--- src/rtl/capture_scheduler.sv ---
// Two-requester capture scheduler: grants one shared WIDTH-bit bank and enforces a hold window after each capture.
// Optional build macro CAPTURE_SCHED_FIXED_PRIO_EN selects fixed priority (A wins ties); default is round-robin.
module capture_scheduler #(
  parameter int WIDTH       = 6,
  parameter int HOLD_CYCLES = 4,
  parameter int CNT_W       = 3
) (
  input  logic             clk,
  input  logic             rst_n,
  input  logic             req_a,
  input  logic [WIDTH-1:0] data_a,
  input  logic             req_b,
  input  logic [WIDTH-1:0] data_b,
  output logic             ack_a,
  output logic             ack_b,
  output logic             cap_stb,
  output logic [WIDTH-1:0] q,
  output logic             owner,
  output logic             busy
);

  localparam logic [0:0] ST_IDLE = 1'b0;
  localparam logic [0:0] ST_HOLD = 1'b1;

  generate
    if (HOLD_CYCLES < 1 || HOLD_CYCLES > (1 << CNT_W) - 1) begin : g_bad_hold_cfg
      $error("capture_scheduler: HOLD_CYCLES=%0d does not fit a %0d-bit hold counter", HOLD_CYCLES, CNT_W);
    end
  endgenerate

  logic [0:0]       state_q, state_d;
  logic [CNT_W-1:0] cnt_q, cnt_d;
  logic [WIDTH-1:0] q_q, q_d;
  logic             owner_q, owner_d;
  logic             busy_q, busy_d;
  logic             ack_a_q, ack_a_d;
  logic             ack_b_q, ack_b_d;
  logic             cap_stb_q, cap_stb_d;
  logic             grant_a, grant_b;

`ifdef CAPTURE_SCHED_FIXED_PRIO_EN
  always_comb begin
    grant_a = req_a;
    grant_b = req_b & ~req_a;
  end
`else
  // ptr_q high means B was granted last, so A takes the next tie.
  logic ptr_q, ptr_d;

  always_comb begin
    grant_a = req_a & (~req_b | ptr_q);
    grant_b = req_b & (~req_a | ~ptr_q);
  end

  always_comb begin
    ptr_d = ptr_q;
    if (state_q == ST_IDLE && (req_a || req_b)) ptr_d = grant_b;
  end

  always_ff @(posedge clk or negedge rst_n) begin
    if (!rst_n) ptr_q <= 1'b1;
    else        ptr_q <= ptr_d;
  end
`endif

  always_comb begin
    state_d   = state_q;
    cnt_d     = cnt_q;
    q_d       = q_q;
    owner_d   = owner_q;
    busy_d    = busy_q;
    ack_a_d   = 1'b0;
    ack_b_d   = 1'b0;
    cap_stb_d = 1'b0;
    case (state_q)
      ST_IDLE: begin
        if (grant_a || grant_b) begin
          q_d       = grant_b ? data_b : data_a;
          owner_d   = grant_b;
          ack_a_d   = grant_a;
          ack_b_d   = grant_b;
          cap_stb_d = 1'b1;
          cnt_d     = CNT_W'(HOLD_CYCLES - 1);
          busy_d    = 1'b1;
          state_d   = ST_HOLD;
        end
      end
      default: begin
        // Counter reaching zero marks the last hold cycle; release on the following edge.
        if (cnt_q == '0) begin
          state_d = ST_IDLE;
          busy_d  = 1'b0;
        end else begin
          cnt_d = cnt_q - 1'b1;
        end
      end
    endcase
  end

  always_ff @(posedge clk or negedge rst_n) begin
    if (!rst_n) begin
      state_q   <= ST_IDLE;
      cnt_q     <= '0;
      q_q       <= '0;
      owner_q   <= 1'b0;
      busy_q    <= 1'b0;
      ack_a_q   <= 1'b0;
      ack_b_q   <= 1'b0;
      cap_stb_q <= 1'b0;
    end else begin
      state_q   <= state_d;
      cnt_q     <= cnt_d;
      q_q       <= q_d;
      owner_q   <= owner_d;
      busy_q    <= busy_d;
      ack_a_q   <= ack_a_d;
      ack_b_q   <= ack_b_d;
      cap_stb_q <= cap_stb_d;
    end
  end

  assign ack_a   = ack_a_q;
  assign ack_b   = ack_b_q;
  assign cap_stb = cap_stb_q;
  assign q       = q_q;
  assign owner   = owner_q;
  assign busy    = busy_q;

endmodule

--- config.mk ---
export PLATFORM = sky130hd
export DESIGN_NAME = capture_scheduler
export DESIGN_NICKNAME = d
export VERILOG_FILES = /design/src/rtl/capture_scheduler.sv
export SDC_FILE = /design/constraint.sdc
export NUM_CORES = 1
export LEC_CHECK = 0
export CAP_MARGIN = 20
export CORE_ASPECT_RATIO = 1.1
export CORE_MARGIN = 2
export CORE_UTILIZATION = 40
export CTS_CLUSTER_DIAMETER = 150
export DETAILED_ROUTE_END_ITERATION = 8
export PLACE_DENSITY = 0.73
export SYNTH_ARGS = -nofsm -noshare
export SYNTH_HDL_FRONTEND = slang
export SYNTH_SLANG_ARGS = --single-unit
--- constraint.sdc ---
create_clock -name clk -period 1.6 [get_ports clk]
set_input_delay 0.4 -clock clk [delete_from_list [all_inputs] [get_ports clk]]
set_output_delay 0.4 -clock clk [all_outputs]
set_load 0.01 [all_outputs]
==> results of run 1 <==
## final cells by class
class	count	area share
multi-input cells	47	0.283
repair buffers	31	0.286
inverters	5	0.0195
clock buffers	4	0.0240
flip-flops and latches	16	0.367
well taps	18	0.0206
## worst reg2reg max path: stages, from the launching register on
cell,delay (ns)
dfrtp_1,0.40
inv_1,0.08
ha_1,0.16
inv_1,0.05
o21ai_1,0.27
mux2i_1,0.23
## per-layer routing
layer | up-vias | track usage | wire length (um)
li1 | 300 | - | -
met1 | 319 | 0.219 | 705
met2 | 13 | 0.283 | 919
met3 | 4 | 0.0222 | 52
met4 | 0 | 0.0735 | 31
met5 | - | 0 | 0
## final timing paths
path	startpoint	end	slack [ns]	cells past startpoint
min reg2reg	cnt_q[0]	cnt_q[0]	0.48	1
max reg2reg	cnt_q[0]	cnt_q[1]	0.33	5
min in group clk	cnt_q[0]	cnt_q[0]	0.48	1
max in group asynchronous	rst_n	ptr_q	0.91	2
min	rst_n	cap_stb	0.43	2
max	ack_b	ack_b	0.07	1
## registers in the layout, summed over array words and instances, names as in the netlist
register,cells
ack_a,1
cnt_q,3
ack_b,1
state_q,1
ptr_q,1
busy,1
q,6
owner,1
cap_stb,1
## cells in the final DEF (no fill, tap or decap), types with 2 or more instances in the layout
cell	n
a21oi_1	7
mux2i_1	3
nor2_1	9
clkbuf_4	3
dlygate4sd2_1	2
a21oi_2	6
dfrtp_1	15
inv_1	3
nand2_1	9
buf_4	5
ha_1	2
dlymetal6s2s_1	7
clkdlybuf4s50_1	17
## kinds of logic after synthesis
family | synth area share
adders and majority gates | 0.0342
DFF | 0.549
buffers and inverters | 0.0291
AOI/OAI and AO/OA | 0.229
and+or+nand+nor | 0.118
muxes | 0.0410
## through the flow
step | total power, mW | cells | hold slack (ns) | worst slack [ns] | utilization
3_3_place_gp | 1.60 | 117 | 0.463 | -0.0661 | 0.597
3_5_place_dp | 1.63 | 117 | 0.469 | -0.0820 | 0.597
4_1_cts | 1.84 | 121 | 0.424 | 0.00327 | 0.611
2_1_floorplan | 1.22 | 68 | 0.104 | 0.457 | -
6_report | 1.80 | 121 | 0.434 | 0.0690 | 0.621
5_1_grt | 1.94 | 121 | 0.444 | 0.0240 | 0.621
## power groups by stage
stage	logic (mW)	clock network, mW	registers (mW)
2_1_floorplan	0.452	0	0.767
3_3_place_gp	0.874	0	0.723
3_5_place_dp	0.904	0	0.729
4_1_cts	0.891	0.228	0.720
5_1_grt	0.946	0.251	0.744
6_report	0.861	0.226	0.717
## what timing repair did
action | in CTS | in global routing
endpoints found under the setup margin | 2 | 7
resized for setup | 2 | 7
buffers inserted | 0 | 0
pin swaps | 0 | 0
==> summary.md, run 1 <==
| Metric | Value |
|---|---|
| Slowest CP cell | clkdlybuf4s50_1 |
| Power Internal | 1.13 mW |
| Cell Area, Synth | 732 um^2 |
| Largest area contributor in the netlist | dfrtp_1 |
| RePlAce Congestion | 0.694 |
| Yosys warns | 0 |
| Die W | 44.8 um |
| WP buf/inv | 1 |
| Seq/Total Area, Yosys | 0.549 |
| FP Rows | 16 |
| Logic pwr share | 0.477 |
| Max-cap viol count | 0 |
| Minimum clock period | 1.53 ns |
| Unrepaired setup endpoints after global routing | no |
| Layout Area Growth over Synthesis | 49.4% |
| Final Max Slew Viols | 0 |
| Switching share of total power | 0.374 |
| Sum Neg Setup Slack | 0 ns |
| Register bit total from synthesis | 16 |
| Mapped Cells | 68 |
| Routed Antenna Nets | 0 |
| Residual DRC | 0 |
| Final hold vios | 0 |
| Port bufs | 26 |
| Hold buffer count at CTS | 0 |
| Main synth FF type | dfrtp_1 |
| Clock latency on the worst-skew pair | 0.28 ns |
| TritonCTS clock tree | built |
| Worst min path class | in -> async |
| Htree depth | 1 |
| Initial antenna violation count | 0 |
| Final setup violation count | 0 |
| Largest cells by area after synthesis | dfrtp_1 51%, a21oi_2 7.2%, a21oi_1 4.8%, nand2_1 4.6%, nor2_1 4.6% |
| Initial core utilization | 0.415 |
| Vias in the first global route | 616 |
| IO Count | 27 |
| Clock power frac | 0.125 |
| Synth top area share | 0.513 |
| Outcome | finished clean |
| Register area | 402 um^2 |
| Crit share post-route | 0.957 |
| VDD IR-drop max | 784 uV |
| Worst-path fanout max | 1 |
| Iter 0 DRT Violations | 9 |
| Gr ovfl total | 0 |
| Delay-heaviest family, CP | buffers and inverters |
| Initial DRT Pass Iterations | 6 |
| Worst-margin pin slew | 0.317 ns |
| CP Launch Type | flop |
| Critical path endpoint category | output port |
| Pwr Density | 1650 nW/um^2 |
| Commonest cells post-synth | 15 x dfrtp_1, 9 x nand2_1, 9 x nor2_1, 7 x a21oi_1, 6 x a21oi_2 |
| Vias | 636 |
| WL final | 1.71 mm |
| Total GRT Usage | 0.171 |
| Worst Path Arrival | 1.13 ns |
| Highest clock rate | 0.653 GHz |
| Count leader, synth | dfrtp_1 |
| Multi-input logic area | 309 um^2 |
| DP Area | 1050 um^2 |
| CTS sink cnt | 16 |
| Critical path class | reg -> out |
| Post-detail-place hpwl | 1.25 mm |
| Relative slew slack | 0.787 |
| Num CTS Buffers | 3 |
| Die area | 2190 um^2 |
| Seq pwr share | 0.397 |
| Clock slew at reported path FFs | 0.10 ns |
| Async SR Flop Fraction | 1.00 |
| Final setup skew | 0.00786 ns |
| Final #Nets | 122 |
| P_sw | 0.675 mW |
| Unique masters post-synth | 22 |
| Vias/cell | 5.26 |
| Lkg Pwr | 0.548 nW |
| Layout cells sized above 1 | 0.204 |
| Root Driver | clkbuf_4 |
| CP required | 1.20 ns |
| Fillers | 146 |
| First-pass GRT wire length | 2.76 mm |
| Core outline area | 1760 um^2 |
| Number of synthesized flops with an enable pin | 0 |
| Die Ht | 48.9 um |
| Design area | 1090 um^2 |
| Maximum buffer depth of the clock tree | 2 |
| Net Count, Synth | 86 |
| N_diodes | 0 |
| Largest net degree at the start of global routing | 17 |
| Slowest cell delay on critical path | 0.52 ns |
| CP Cell Sequence | clkdlybuf4s50_1 |
| Synth Area per Inst | 10.8 um^2 |
| Routed len/inst | 14.1 um |
(Power assumes the default switching activity.)
==> run 2, diff against run 1 <==
Settings changed: CORE_UTILIZATION 40 to 34, HOLD_SLACK_MARGIN set to 0.06, PLACE_DENSITY 0.73 to 0.64.
==> summary.md, run 2 (same netlist as run 1, synthesis figures left out) <==
| Metric | Value |
|---|---|
| CP Launch Type | flop |
| WL final | 1.52 mm (-11%) |
| Vias | 605 (-4.9%) |
| Final Instance Count excl. Fillers | 131 (+8.3%) |
| Worst-path fanout max | 1 (unchanged) |
| Final Core Density | 0.550 (-0.0703) |
| Slowest CP cell | clkdlybuf4s50_1 |
| Final setup violation count | 0 (unchanged) |
| Worst-margin pin slew | 0.307 ns (-0.00998 ns) |
| Worst reg2reg endpoint | cnt_q[0] |
| P_sw | 0.650 mW (-3.8%) |
| Root Driver | clkbuf_4 |
| RePlAce Congestion | 0.701 (+0.98%) |
| Core outline area | 2020 um^2 (+15%) |
| Minimum clock period | 1.54 ns (+0.00577 ns) |
| Critical path class | reg -> out |
| Clock slew at reported path FFs | 0.09 ns (about the same) |
| Worst hold margin | 0.434 ns (-0.000625 ns) |
| Layout cells sized above 1 | 0.214 (+0.00971) |
| Final setup skew | 0.00520 ns (-0.00266 ns) |
| Htree depth | 1 (unchanged) |
| Internal reg-to-reg setup slack | 0.30 ns (-0.03 ns) |
| First-pass GRT wire length | 2.42 mm (-12%) |
| TritonCTS clock tree | built |
| Initial antenna violation count | 0 (unchanged) |
| Commonest non-fill, non-tap cell in the layout | clkdlybuf4s50_1 |
| Sum Neg Setup Slack | 0 ns (unchanged) |
| WP buf/inv | 1 (unchanged) |
| Hold buffer count at CTS | 0 (unchanged) |
| Max-cap viol count | 0 (unchanged) |
| Die W | 48.2 um (+7.7%) |
| Reg-to-reg critical path startpoint | cnt_q[0] |
| Iter 0 DRT Violations | 5 (-4) |
| Power Internal | 1.18 mW (+4.2%) |
| CTS sink cnt | 16 (unchanged) |
| Routed len/inst | 11.6 um (-18%) |
| N_diodes | 0 (unchanged) |
| Worst Path Arrival | 1.14 ns (about the same) |
| Lkg Pwr | 0.547 nW (-0.13%) |
| Port bufs | 26 (unchanged) |
| Largest net degree at the start of global routing | 17 (unchanged) |
| FP Rows | 17 (+1) |
| Highest clock rate | 0.651 GHz (-0.38%) |
| Gr ovfl total | 0 (unchanged) |
| Maximum buffer depth of the clock tree | 2 (unchanged) |
| Unrepaired setup endpoints after global routing | no |
| Initial DRT Pass Iterations | 3 (-3) |
| Clock power frac | 0.142 (+0.017) |
| Pwr Density | 1640 nW/um^2 (-0.50%) |
| Most frequent cells in the layout | 17 x clkdlybuf4s50_1, 15 x dfrtp_1, 9 x nand2_1, 9 x nor2_1, 7 x a21oi_1 |
| Final hold vios | 0 (unchanged) |
| Relative slew slack | 0.794 (+0.00670) |
| Initial core utilization | 0.362 (-0.0533) |
| Post-placement cell count | 127 (+8.5%) |
| Number of flip-flops in the largest register | 6 (unchanged) |
| Residual DRC | 0 (unchanged) |
| Post-detail-place hpwl | 1.17 mm (-6.3%) |
| CP Cell Sequence | clkdlybuf4s50_1 |
| Clock latency on the worst-skew pair | 0.28 ns (about the same) |
| Critical path endpoint category | output port |
| VDD IR-drop max | 994 uV (+27%) |
| Slowest cell delay on critical path | 0.53 ns (about the same) |
| Vias in the first global route | 535 (-13%) |
| CP required | 1.20 ns (about the same) |
| Reg2reg path depth | 5 (unchanged) |
| Final Max Slew Viols | 0 (unchanged) |
| Delay-heaviest family, CP | buffers and inverters |
| Total GRT Usage | 0.142 (-0.0293) |
| IO Count | 27 (unchanged) |
| Die area | 2540 um^2 (+16%) |
| Final #Nets | 122 (unchanged) |
| Seq pwr share | 0.391 (-0.006) |
| Num CTS Buffers | 3 (unchanged) |
| Switching share of total power | 0.356 (-0.0184) |
| Layout Area Growth over Synthesis | 52.0% |
| Die Ht | 52.7 um (+7.8%) |
| Routed Antenna Nets | 0 (unchanged) |
| Outcome | finished clean |
| Logic pwr share | 0.467 (-0.010) |
| Crit share post-route | 0.960 (+0.00361) |
| Worst setup path start | ack_b |
| Worst min path class | in -> async |
| Vias/cell | 4.62 (-12%) |
## run 2: changes by cell type in the layout (fill, tap and decap cells not counted), sizes merged
cell,previous run,this run
dlymetal6s2s,7,6
dlygate4sd2,2,3
## run 2: repair_timing
action,in CTS,in global routing
setup buffers,0,0
endpoints found under the setup margin,3,6
gates resized for setup,3,6
## run 2: power groups by stage
stage	combinational, mW	sequential, mW	clock (mW)
final	0.853	0.713	0.259
after global routing	0.958	0.737	0.290
after CTS	0.886	0.718	0.273
after detailed placement	0.910	0.727	0
after global placement	0.891	0.724	0
after floorplan	0.452	0.767	0
## run 2: how the worst max path moves through the flow
stage | slack, ns | cells after the start | to
after floorplan | 0.46 | 5 | cnt_q[0]
after global placement | -0.008 | 5 | q[0]
after detailed placement | -0.02 | 5 | q[3]
after CTS | 0.002 | 1 | q[0]
after global routing | 0.0005 | 1 | cap_stb
final | 0.06 | 1 | ack_b
## run 2: through the flow
stage | instance area [um^2] | worst slack (ns) | power [mW]
finish | 1110 | 0.0633 | 1.83
global route | 1110 | 0.000457 | 1.99
CTS | 1100 | 0.00215 | 1.88
detailed placement | 1060 | -0.0231 | 1.64
global placement | 1060 | -0.00823 | 1.62
floorplan | 732 | 0.457 | 1.22
## run 2: layout make-up
| cell class | instances | area, um^2 |
|---|---|---|
| Inverter | 5 | 21.3 |
| Tap cell | 28 | 35.0 |
| Sequential cell | 16 | 402 |
| Multi-Input combinational cell | 47 | 309 |
| Clock buffer | 4 | 36.3 |
| Timing Repair Buffer | 31 | 309 |
| Fill cell | 193 | 908 |
## run 2: layer usage
| metal | share of wire | vias to the layer above | track usage |
|---|---|---|---|
| li1 | - | 302 | - |
| met1 | 0.43 | 287 | 0.179 |
| met2 | 0.50 | 14 | 0.208 |
| met3 | 0.051 | 2 | 0.0414 |
| met4 | 0.018 | 0 | 0.0811 |
| met5 | 0 | - | 0 |
